[src/rtl/spi_slave_rx_if.sv]
// Bundle of the SPI serial inputs and the deserialised receive outputs.
// The slave modport is the receive endpoint; the master modport is the SPI
// source plus the consumer of the received words.
interface spi_slave_rx_if #(
    parameter int unsigned DATA_W = 8
);
    logic              sclk;
    logic              cs;
    logic              mosi;
    logic [DATA_W-1:0] rx_data;
    logic              rx_valid;
    logic              frame_err;
    logic              busy;
    logic [7:0]        word_count;

    modport slave (
        input  sclk,
        input  cs,
        input  mosi,
        output rx_data,
        output rx_valid,
        output frame_err,
        output busy,
        output word_count
    );

    modport master (
        output sclk,
        output cs,
        output mosi,
        input  rx_data,
        input  rx_valid,
        input  frame_err,
        input  busy,
        input  word_count
    );
endinterface

[src/rtl/spi_slave_rx.sv]
// SPI receive endpoint, CPOL=0 / CPHA=0, MSB first. All SPI pins are
// asynchronous and are synchronised into clk; words are presented with a
// one-cycle rx_valid strobe and partial words are reported on frame_err.
module spi_slave_rx #(
    parameter int unsigned DATA_W      = 8,
    parameter int unsigned SYNC_STAGES = 2
) (
    input  logic           clk,
    input  logic           rst,
    spi_slave_rx_if.slave  bus
);

    localparam int unsigned             CNT_W    = $clog2(DATA_W);
    localparam logic [CNT_W-1:0]        LAST_BIT = CNT_W'(DATA_W - 1);

    typedef enum logic [0:0] {
        StIdle,
        StActive
    } state_e;

    // Synchroniser chains, all the same depth so mosi stays aligned with sclk.
    logic [SYNC_STAGES-1:0] sclk_sync_q;
    logic [SYNC_STAGES-1:0] cs_sync_q;
    logic [SYNC_STAGES-1:0] mosi_sync_q;
    // Marks when the chains hold real samples rather than their reset values.
    logic [SYNC_STAGES-1:0] sync_fill_q;

    logic sclk_s;
    logic cs_s;
    logic mosi_s;
    logic sync_live;

    logic sclk_d_q;
    logic cs_d_q;
    logic armed_q;

    logic sclk_rise;
    logic cs_fall;
    logic cs_rise;
    logic frame_start;

    state_e              state_q,      state_d;
    logic [CNT_W-1:0]    bit_cnt_q,    bit_cnt_d;
    logic [DATA_W-1:0]   shift_q,      shift_d;
    logic [DATA_W-1:0]   rx_data_q,    rx_data_d;
    logic                rx_valid_q,   rx_valid_d;
    logic                frame_err_q,  frame_err_d;
    logic [7:0]          word_count_q, word_count_d;

    logic [DATA_W-1:0]   shift_next;

    // Input synchronisers and the fill tracker.
    always_ff @(posedge clk) begin
        if (rst) begin
            sclk_sync_q <= '0;
            cs_sync_q   <= '1;
            mosi_sync_q <= '0;
            sync_fill_q <= '0;
        end else begin
            sclk_sync_q <= {sclk_sync_q[SYNC_STAGES-2:0], bus.sclk};
            cs_sync_q   <= {cs_sync_q[SYNC_STAGES-2:0], bus.cs};
            mosi_sync_q <= {mosi_sync_q[SYNC_STAGES-2:0], bus.mosi};
            sync_fill_q <= {sync_fill_q[SYNC_STAGES-2:0], 1'b1};
        end
    end

    assign sclk_s    = sclk_sync_q[SYNC_STAGES-1];
    assign cs_s      = cs_sync_q[SYNC_STAGES-1];
    assign mosi_s    = mosi_sync_q[SYNC_STAGES-1];
    assign sync_live = sync_fill_q[SYNC_STAGES-1];

    // Edge-detect delays, plus the arm flag: a frame may only start after cs
    // has genuinely been seen high, so cs held low across reset cannot open a
    // mis-aligned frame.
    always_ff @(posedge clk) begin
        if (rst) begin
            sclk_d_q <= 1'b0;
            cs_d_q   <= 1'b1;
            armed_q  <= 1'b0;
        end else begin
            sclk_d_q <= sclk_s;
            cs_d_q   <= cs_s;
            if (sync_live && cs_s) begin
                armed_q <= 1'b1;
            end
        end
    end

    assign sclk_rise   = sclk_s & ~sclk_d_q;
    assign cs_fall     = ~cs_s & cs_d_q;
    assign cs_rise     = cs_s & ~cs_d_q;
    assign frame_start = cs_fall & armed_q;

    assign shift_next  = {shift_q[DATA_W-2:0], mosi_s};

    // FSM state and datapath registers.
    always_ff @(posedge clk) begin
        if (rst) begin
            state_q      <= StIdle;
            bit_cnt_q    <= '0;
            shift_q      <= '0;
            rx_data_q    <= '0;
            rx_valid_q   <= 1'b0;
            frame_err_q  <= 1'b0;
            word_count_q <= '0;
        end else begin
            state_q      <= state_d;
            bit_cnt_q    <= bit_cnt_d;
            shift_q      <= shift_d;
            rx_data_q    <= rx_data_d;
            rx_valid_q   <= rx_valid_d;
            frame_err_q  <= frame_err_d;
            word_count_q <= word_count_d;
        end
    end

    // Next-state logic: framing on cs, bit capture on sclk rises.
    always_comb begin
        state_d      = state_q;
        bit_cnt_d    = bit_cnt_q;
        shift_d      = shift_q;
        rx_data_d    = rx_data_q;
        rx_valid_d   = 1'b0;
        frame_err_d  = 1'b0;
        word_count_d = word_count_q;

        unique case (state_q)
            StIdle: begin
                if (frame_start) begin
                    state_d      = StActive;
                    bit_cnt_d    = '0;
                    shift_d      = '0;
                    word_count_d = '0;
                end
            end
            StActive: begin
                // cs_rise takes priority over a coincident sclk edge.
                if (cs_rise) begin
                    state_d     = StIdle;
                    frame_err_d = (bit_cnt_q != '0);
                    bit_cnt_d   = '0;
                    shift_d     = '0;
                end else if (sclk_rise) begin
                    shift_d = shift_next;
                    if (bit_cnt_q == LAST_BIT) begin
                        rx_data_d  = shift_next;
                        rx_valid_d = 1'b1;
                        bit_cnt_d  = '0;
                        if (word_count_q != 8'hFF) begin
                            word_count_d = word_count_q + 8'd1;
                        end
                    end else begin
                        bit_cnt_d = bit_cnt_q + CNT_W'(1);
                    end
                end
            end
            default: begin
                state_d = StIdle;
            end
        endcase
    end

    assign bus.rx_data    = rx_data_q;
    assign bus.rx_valid   = rx_valid_q;
    assign bus.frame_err  = frame_err_q;
    assign bus.busy       = (state_q == StActive);
    assign bus.word_count = word_count_q;

endmodule

[src/flat_wrapper.sv]
// flat-port wrapper written by rule: the top's interface ports become plain ports
module spi_slave_rx_flat 
#(
    parameter int unsigned DATA_W      = 8,
    parameter int unsigned SYNC_STAGES = 2
)
  (clk, rst, bus_sclk, bus_cs, bus_mosi, bus_rx_data, bus_rx_valid, bus_frame_err, bus_busy, bus_word_count);
  spi_slave_rx_if #(.DATA_W(DATA_W)) bus_i ();
  input  logic clk;
  input  logic rst;
  input wire logic [$bits(bus_i.sclk)-1:0] bus_sclk;
  input wire logic [$bits(bus_i.cs)-1:0] bus_cs;
  input wire logic [$bits(bus_i.mosi)-1:0] bus_mosi;
  output wire logic [$bits(bus_i.rx_data)-1:0] bus_rx_data;
  output wire logic [$bits(bus_i.rx_valid)-1:0] bus_rx_valid;
  output wire logic [$bits(bus_i.frame_err)-1:0] bus_frame_err;
  output wire logic [$bits(bus_i.busy)-1:0] bus_busy;
  output wire logic [$bits(bus_i.word_count)-1:0] bus_word_count;
  assign bus_i.sclk = bus_sclk;
  assign bus_i.cs = bus_cs;
  assign bus_i.mosi = bus_mosi;
  assign bus_rx_data = bus_i.rx_data;
  assign bus_rx_valid = bus_i.rx_valid;
  assign bus_frame_err = bus_i.frame_err;
  assign bus_busy = bus_i.busy;
  assign bus_word_count = bus_i.word_count;
  spi_slave_rx #(.DATA_W(DATA_W), .SYNC_STAGES(SYNC_STAGES)) u_core (.clk(clk), .rst(rst), .bus(bus_i));
endmodule
[config.mk]
export PLATFORM = sky130hd
export DESIGN_NAME = spi_slave_rx_flat
export DESIGN_NICKNAME = d
export VERILOG_FILES = /design/src/rtl/spi_slave_rx_if.sv /design/src/rtl/spi_slave_rx.sv /design/src/flat_wrapper.sv
export SDC_FILE = /design/constraint.sdc
export NUM_CORES = 1
export LEC_CHECK = 0
export BUFFER_PORTS_ARGS = -buffer_cell sky130_fd_sc_hd__buf_2
export CORE_MARGIN = 2
export CORE_UTILIZATION = 40
export CTS_BUF_LIST = sky130_fd_sc_hd__clkbuf_8
export CTS_CLUSTER_DIAMETER = 60
export DETAILED_ROUTE_END_ITERATION = 10
export GPL_TIMING_DRIVEN = 0
export PLACE_DENSITY = 0.66
export SETUP_SLACK_MARGIN = 0.05
export SLEW_MARGIN = 10
export SYNTH_ARGS = -nofsm -noshare
export SYNTH_HDL_FRONTEND = slang
export SYNTH_SLANG_ARGS = --single-unit
[constraint.sdc]
create_clock -name clk -period 2 [get_ports clk]
set_input_delay 0.4 -clock clk [delete_from_list [all_inputs] [get_ports clk]]
set_output_delay 0.4 -clock clk [all_outputs]
set_load 0.02 [all_outputs]
==> impl_results.md, run 1 <==
- Total of buffers placed on input and output ports: 23
- Slew of the pin with the lowest slew margin: 0.476 ns
- Routed via count divided by cell count: 5.37
- Critical Path Source Type: flip-flop
- Fill count: 377
- WS Path Type: flip-flop to flip-flop
- PD cells: 692 nW/um^2
- Pleak: 0.748 nW
- Ratio of cells with drive above 1 in the final layout: 0.214
- FP Rows: 23
- Termination of the worst setup path: u_core.bus.word_count[6]$_SDFFE_PP0P_
- Cell area after synthesis: 1670 sq um
- Core occupancy in the finished layout: 0.487
- Total number of yosys warnings: 0
- Worst max-slew margin expressed relative to the limit: 0.683
- Number of buffers created by CTS: 5
- Final worst slack: 0.226 ns
- HPWL after detailed placement: 2.38 mm
- Post-CTS Hold Fix Bufs: 0
- Stages on worst setup path: 6
- Horiz. Die Dim: 68.6 microns
- Unrepaired setup endpoints after global routing: no
- Crit. End Element: flip-flop
- TritonCTS clock tree: built
- Total global routing overflow: 0
- Net total in the final layout: 219
- Post-place instance area: 1850 sq um
- Number of flops mapped to enable cells by yosys: 0
- Synth async-reset ratio: 0
- Register bit count reported by yosys: 40
- Post-synthesis instance total: 178
- WL per Instance: 13.3 microns
- Tot Pwr: 1.35 mW
- Post-synth net total: 187
- H-tree depth: 2
- Final number of hold-violating endpoints: 0
- Placeable Area: 4000 sq um
- Critical-path maximum fanout: 5
- Area of all placed cells without fillers: 1950 sq um
- Startpoint of the worst setup timing path: u_core.bit_cnt_q[0]$_SDFFE_PP0P_
- Post-synthesis area per instance: 9.38 sq um
- Reg-to-Reg Start: u_core.bit_cnt_q[0]$_SDFFE_PP0P_
- Final critical-path required period: 1.77 ns
- Max_cap viols: 0
- Synth-to-layout area growth: 16.6%
- # clock sinks: 40
- Type of the most critical hold path: primary input to flip-flop
- Yosys cell types: 40
- Req. time, crit path: 2.21 ns
- Largest net degree at the start of global routing: 12
- CP top delay family: compound AO/OA/AOI/OAI gates
- Primary FF master, synth: sky130_fd_sc_hd__dfxtp_1
- Overall routing resource usage: 0.164
- Setup-failing EPs final: 0
- Worst hold path cell count: 2
- Worst Reg-to-Reg Cells: 6
- Final Wtd Congestion: 0.805
- Worst vdd ir: 0.283 mV
- Library cell used as clock root buffer: sky130_fd_sc_hd__clkbuf_8
- Cell type with the highest occurrence count on the critical path: sky130_fd_sc_hd__ha_1
- R2r setup slk: 0.23 ns
- Result of the run: completed
- Iteration-0 DRC count of the detailed router: 170
- # DRC: 0
- List of cells traversed by the critical path: ha_1, ha_1, inv_1, o41ai_4, a41oi_1, a211oi_1
- Final sum of negative setup slack: 0 ns
- # diodes: 0
- Critical Path AT: 1.99 ns
- Maximum clock frequency: 0.564 GHz
- Slew Limit Fails: 0
- IO Pins: 24
- Die height: 68.6 microns
- First-pass GRT wire length: 5.64 mm
- Number of antenna-violating nets in the routed design: 0
- Slowest-stage cell, CP: sky130_fd_sc_hd__o41ai_4
- Vias after detailed routing: 1397
- Sequential cell area fraction in the yosys report: 0.479
- Peak per-stage delay on the critical path: 0.46 ns
- Endpoint of the most critical register-to-register path: u_core.bus.word_count[6]$_SDFFE_PP0P_
- Area of the die: 4710 sq um
- Post-CTS clock slew at the launch and capture registers of the worst setup and hold paths: 0.07 ns
- Final routed wirelength across all metal layers: 3.46 mm
- Final cycle utilization of the critical path: 0.887
- Via count of the first global-routing pass: 1158
- Worst setup slack before clock tree synthesis: 0.0621 ns
- Number of iterations in the first detailed-routing pass: 4
- Clock Skew: 0.00522 ns
- Effective utilization at floorplan: 0.418
- Number of buffers and inverters on the critical path: 1
- Clock network latency to the later pin of the worst-skew pair: 0.29 ns
- Number of antenna violations at the first check in global routing: 0
- Number of buffers on the longest clock path: 2
## sequential cells by signal (all words and copies together) (netlist names), 2 cells and up
signal / count
u_core.bus.word_count: 8
u_core.mosi_sync_q: 2
u_core.shift_q: 7
u_core.bit_cnt_q: 3
u_core.cs_sync_q: 2
u_core.sclk_sync_q: 2
u_core.sync_fill_q: 2
u_core.bus.rx_data: 8
## how the worst min path moves through the flow
stage,startpoint,end
2_1_floorplan,u_core.cs_sync_q[0]$_SDFF_PP1_,u_core.cs_sync_q[1]$_SDFF_PP1_
3_3_place_gp,u_core.cs_sync_q[0]$_SDFF_PP1_,u_core.cs_sync_q[1]$_SDFF_PP1_
3_5_place_dp,u_core.cs_sync_q[0]$_SDFF_PP1_,u_core.cs_sync_q[1]$_SDFF_PP1_
4_1_cts,bus_cs,u_core.cs_sync_q[0]$_SDFF_PP1_
5_1_grt,bus_cs,u_core.cs_sync_q[0]$_SDFF_PP1_
6_report,bus_cs,u_core.cs_sync_q[0]$_SDFF_PP1_
## cells in the final DEF, fill, tap and decap left out, types with 2 or more instances in the layout
cell,count
sky130_fd_sc_hd__dfxtp_1,40
sky130_fd_sc_hd__buf_2,24
sky130_fd_sc_hd__nand3_1,15
sky130_fd_sc_hd__nor2_1,14
sky130_fd_sc_hd__nand2_1,14
sky130_fd_sc_hd__a21oi_1,13
sky130_fd_sc_hd__inv_1,11
sky130_fd_sc_hd__a32oi_1,9
sky130_fd_sc_hd__nor2b_1,6
sky130_fd_sc_hd__clkbuf_1,5
sky130_fd_sc_hd__clkbuf_8,5
sky130_fd_sc_hd__ha_1,4
sky130_fd_sc_hd__o21ai_1,3
sky130_fd_sc_hd__buf_4,3
sky130_fd_sc_hd__o31ai_1,3
sky130_fd_sc_hd__nor4_1,3
sky130_fd_sc_hd__or2_2,3
sky130_fd_sc_hd__a41oi_1,3
sky130_fd_sc_hd__nand2b_1,2
sky130_fd_sc_hd__nand4_1,2
sky130_fd_sc_hd__and3_1,2
sky130_fd_sc_hd__a211oi_1,2
sky130_fd_sc_hd__and2_1,2
sky130_fd_sc_hd__a2bb2oi_1,2
## final cells by class
cell class	count	area (sq um)	share of cell area
buffer	9	46.3	0.0238
clock buffer	5	68.8	0.0353
clock inverter	2	8.76	0.00450
inverter	11	43.8	0.0225
multi-input combinational	118	786	0.404
sequential	40	801	0.411
tap	50	62.6	0.0321
timing repair buffer	25	130	0.0668
## routing by layer
metal,vias up,wire [microns],share of wire,track usage
met5,-,0,0,0
met4,0,88,0.025,0.108
met3,9,176,0.051,0.0503
met2,42,1510,0.44,0.220
met1,636,1690,0.49,0.225
li1,710,-,-,-
## synth_stat cells, drive strengths merged (2+ instances only)
master | instances | area share
dfxtp | 40 | 0.48
nand3 | 15 | 0.045
nand2 | 14 | 0.031
nor2 | 14 | 0.031
a21oi | 13 | 0.039
inv | 11 | 0.026
a32oi | 9 | 0.047
nor2b | 6 | 0.022
clkbuf | 5 | 0.011
buf | 4 | 0.015
ha | 4 | 0.030
nor4 | 4 | 0.024
o21ai | 4 | 0.012
or2 | 4 | 0.015
a41oi | 3 | 0.016
nand2b | 3 | 0.013
nand4 | 3 | 0.020
o31ai | 3 | 0.013
a211oi | 2 | 0.0090
a2bb2oi | 2 | 0.010
and2 | 2 | 0.0075
and2b | 2 | 0.010
and3 | 2 | 0.0075
o41ai | 2 | 0.022
## stage by stage
| stage | hold slack (ns) | std cells |
|---|---|---|
| floorplan | 0.389 | 178 |
| global placement | 0.393 | 251 |
| detailed placement | 0.400 | 251 |
| CTS | 0.286 | 258 |
| global route | 0.279 | 260 |
| finish | 0.292 | 260 |
## kinds of logic after synthesis
| family | share of synthesized area |
|---|---|
| and+or+nand+nor | 0.249 |
| AOI/OAI and AO/OA | 0.184 |
| DFF | 0.479 |
| buffers and inverters | 0.0524 |
| adders and majority gates | 0.0300 |
| muxes | 0.00599 |
## power breakdown
group	leakage [nW]	switching (mW)	total (mW)	internal (mW)
clock	0.0452	0.257	0.489	0.232
combinational	0.378	0.0298	0.0464	0.0166
sequential	0.325	0.00514	0.812	0.807
total	0.748	0.292	1.35	1.06
## timing repair
| action | 4_1_cts | 5_1_grt |
|---|---|---|
| setup endpoints to repair | 2 | 5 |
| resized for setup | 1 | 1 |
| pin swaps | 0 | 1 |
| setup buffers | 0 | 2 |
(Power assumes the default switching activity.)
==> run 2: changes to the inputs <==
--- a/config.mk
+++ b/config.mk
@@ -5,14 +5,14 @@
 export SDC_FILE = /design/constraint.sdc
 export NUM_CORES = 1
 export LEC_CHECK = 0
-export BUFFER_PORTS_ARGS = -buffer_cell sky130_fd_sc_hd__buf_2
 export CORE_MARGIN = 2
 export CORE_UTILIZATION = 40
 export CTS_BUF_LIST = sky130_fd_sc_hd__clkbuf_8
 export CTS_CLUSTER_DIAMETER = 60
 export DETAILED_ROUTE_END_ITERATION = 10
+export DONT_BUFFER_PORTS = 1
 export GPL_TIMING_DRIVEN = 0
-export PLACE_DENSITY = 0.66
+export PLACE_DENSITY = 0.61
 export SETUP_SLACK_MARGIN = 0.05
 export SLEW_MARGIN = 10
 export SYNTH_ARGS = -nofsm -noshare
==> run 2 against run 1 <==
Sequential power barely moved. Cell count fell by 8.5%. Hold slack got worse by 0.082 ns. Critical path depth fell by 1. Non-clock buffer count fell by 23. Setup slack got worse by 0.058 ns. Largest cell class unchanged. Die area did not move.
==> impl_results.md, run 2 (synthesized netlist as in run 1, its figures left out) <==
- Result of the run: completed (unchanged)
- # diodes: 0 (unchanged)
- Number of antenna violations at the first check in global routing: 0 (unchanged)
- WS Path Type: flip-flop to flip-flop (unchanged)
- Final routed wirelength across all metal layers: 3.40 mm (was 3.46 mm)
- Worst hold path cell count: 1 (was 2)
- Post-CTS clock slew at the launch and capture registers of the worst setup and hold paths: 0.07 ns (about the same)
- R2r setup slk: 0.17 ns (was 0.23 ns)
- Slowest-stage cell, CP: sky130_fd_sc_hd__dfxtp_1 (was sky130_fd_sc_hd__o41ai_4)
- Unrepaired setup endpoints after global routing: no (unchanged)
- Number of antenna-violating nets in the routed design: 0 (unchanged)
- Most used cells in the layout excluding fill and tap cells: sky130_fd_sc_hd__dfxtp_1 (40), sky130_fd_sc_hd__nand3_1 (15), sky130_fd_sc_hd__nor2_1 (14), sky130_fd_sc_hd__nand2_1 (14), sky130_fd_sc_hd__a21oi_1 (13) (was sky130_fd_sc_hd__dfxtp_1 (40), sky130_fd_sc_hd__buf_2 (24), sky130_fd_sc_hd__nand3_1 (15))
- Req. time, crit path: 2.16 ns (was 2.21 ns)
- Total global routing overflow: 0 (unchanged)
- Synth-to-layout area growth: 11.2% (was 16.6%)
- Die height: 68.6 microns (unchanged)
- Type of the most critical hold path: primary input to flip-flop (unchanged)
- Setup-failing EPs final: 0 (unchanged)
- WL per Instance: 14.3 microns (was 13.3 microns)
- Final worst hold slack: 0.211 ns (was 0.292 ns)
- Worst vdd ir: 0.424 mV (was 0.283 mV)
- Number of buffers created by CTS: 5 (unchanged)
- Reg-to-Reg Start: u_core.bus.word_count[1]$_SDFFE_PP0P_ (was u_core.bit_cnt_q[0]$_SDFFE_PP0P_)
- HPWL after detailed placement: 2.42 mm (was 2.38 mm)
- Effective utilization at floorplan: 0.418 (unchanged)
- Final number of hold-violating endpoints: 0 (unchanged)
- # clock sinks: 40 (unchanged)
- Commonest non-fill, non-tap cell in the layout: sky130_fd_sc_hd__dfxtp_1 (unchanged)
- Iteration-0 DRC count of the detailed router: 101 (was 170)
- Peak per-stage delay on the critical path: 0.55 ns (was 0.46 ns)
- Placeable Area: 4000 sq um (unchanged)
- Hold_sp: bus_cs (unchanged)
- Slew Limit Fails: 0 (unchanged)
- Number of buffers on the longest clock path: 2 (unchanged)
- Critical-path maximum fanout: 6 (was 5)
- Critical Path AT: 1.99 ns (about the same)
- Post-CTS Hold Fix Bufs: 0 (unchanged)
- Routed via count divided by cell count: 5.57 (was 5.37)
- Final Wtd Congestion: 0.779 (was 0.805)
- Area of all placed cells without fillers: 1860 sq um (was 1950 sq um)
- List of cells traversed by the critical path: ha_1, nand3_1, or2_1, a41oi_1, o31ai_1 (was ha_1, ha_1, inv_1, o41ai_4, a41oi_1, a211oi_1)
- Final critical-path required period: 1.83 ns (was 1.77 ns)
- Critical Path Source Type: flip-flop (unchanged)
- Worst Reg-to-Reg Cells: 5 (was 6)
- Worst hold path endpoint: u_core.cs_sync_q[0]$_SDFF_PP1_ (unchanged)
- IO Pins: 24 (unchanged)
- Maximum clock frequency: 0.546 GHz (was 0.564 GHz)
- TritonCTS clock tree: built (unchanged)
- Horiz. Die Dim: 68.6 microns (unchanged)
- Number of iterations in the first detailed-routing pass: 4 (unchanged)
- H-tree depth: 2 (unchanged)
- Ratio of cells with drive above 1 in the final layout: 0.117 (was 0.214)
- Final cycle utilization of the critical path: 0.916 (was 0.887)
- Overall routing resource usage: 0.156 (was 0.164)
- Clock Skew: 0.00663 ns (was 0.00522 ns)
- First-pass GRT wire length: 5.40 mm (was 5.64 mm)
- # DRC: 0 (unchanged)
- Post-place instance area: 1730 sq um (was 1850 sq um)
- Library cell used as clock root buffer: sky130_fd_sc_hd__clkbuf_8 (unchanged)
- Vias after detailed routing: 1325 (was 1397)
- Net total in the final layout: 196 (was 219)
- Endpoint of the most critical register-to-register path: u_core.bus.word_count[2]$_SDFFE_PP0P_ (was u_core.bus.word_count[6]$_SDFFE_PP0P_)
- Largest net degree at the start of global routing: 13 (was 12)
- Clock network latency to the later pin of the worst-skew pair: 0.29 ns (about the same)
- Final sum of negative setup slack: 0 ns (unchanged)
- Tot Pwr: 1.48 mW (was 1.35 mW)
- FP Rows: 23 (unchanged)
- Total of buffers placed on input and output ports: 0 (was 23)
- Via count of the first global-routing pass: 1155 (was 1158)
- Pleak: 0.638 nW (was 0.748 nW)
- Slew of the pin with the lowest slew margin: 0.479 ns (was 0.476 ns)
- Max_cap viols: 0 (unchanged)
- Area of the die: 4710 sq um (unchanged)
- PD cells: 797 nW/um^2 (was 692 nW/um^2)
- Crit. End Element: flip-flop (unchanged)
- Worst max-slew margin expressed relative to the limit: 0.680 (was 0.683)
## run 2: cell types whose count changed in the layout (fill, tap and decap cells not counted)
cell | previous run | this run
sky130_fd_sc_hd__buf_2 | 24 | 1
sky130_fd_sc_hd__buf_4 | 3 | 2
sky130_fd_sc_hd__bufinv_16 | 0 | 1
sky130_fd_sc_hd__clkbuf_4 | 0 | 1
sky130_fd_sc_hd__o21ai_1 | 3 | 4
sky130_fd_sc_hd__o21ai_2 | 1 | 0
## run 2: final cells by class
type / count / area [sq um]
Multi-Input combinational cell: 118 / 782
Clock buffer: 5 / 68.8
Fill cell: 382 / 2140
Buffer: 9 / 46.3
Timing Repair Buffer: 2 / 15.0
Sequential cell: 40 / 801
Tap cell: 50 / 62.6
Inverter: 11 / 43.8
Clock inverter: 3 / 38.8
## run 2: critical path: cells and delay by family (launching register included)
family,cells,cell delay (ns)
AND/OR/NAND/NOR,2,0.45
flip-flops,1,0.55
AO/OA/AOI/OAI,2,0.36
adder cells (fa/ha/maj),1,0.34
## run 2: timing repair
item                                    CTS  global route
resized for setup                         0             1
endpoints found under the setup margin    0             6
buffers inserted                          0             2
## run 2: per-stage QoR
step / std cells / worst slack, ns / util
finish: 238 / 0.167 / 0.464
global placement: 228 / 0.132 / 0.433
detailed placement: 228 / 0.0957 / 0.433
floorplan: 178 / 0.337 / -
global route: 238 / 0.0816 / 0.464
CTS: 236 / 0.0657 / 0.460
## run 2: metal layers
layer / track usage / wire, microns / share of wire / up-vias
met4: 0.0675 / 54 / 0.016 / 0
met1: 0.212 / 1650 / 0.49 / 621
met3: 0.0568 / 177 / 0.052 / 6
met5: 0 / 0 / 0 / -
met2: 0.221 / 1510 / 0.45 / 36
li1: - / - / - / 662
## run 2: how the worst max path moves through the flow
stage / cells after the start / endpoint / start
after floorplan: 6 / u_core.bus.word_count[5]$_SDFFE_PP0P_ / u_core.bit_cnt_q[0]$_SDFFE_PP0P_
after global placement: 6 / u_core.bus.word_count[5]$_SDFFE_PP0P_ / u_core.bit_cnt_q[0]$_SDFFE_PP0P_
after global routing: 6 / u_core.bus.word_count[6]$_SDFFE_PP0P_ / u_core.bit_cnt_q[0]$_SDFFE_PP0P_
after CTS: 6 / u_core.bus.word_count[5]$_SDFFE_PP0P_ / u_core.bit_cnt_q[0]$_SDFFE_PP0P_
final: 5 / u_core.bus.word_count[2]$_SDFFE_PP0P_ / u_core.bus.word_count[1]$_SDFFE_PP0P_
after detailed placement: 6 / u_core.bus.word_count[1]$_SDFFE_PP0P_ / u_core.bit_cnt_q[1]$_SDFFE_PP0P_
## run 2: power breakdown
group	internal, mW	switching (mW)
sequential	0.807	0.00557
combinational	0.0137	0.0279
clock	0.365	0.262
total	1.19	0.295
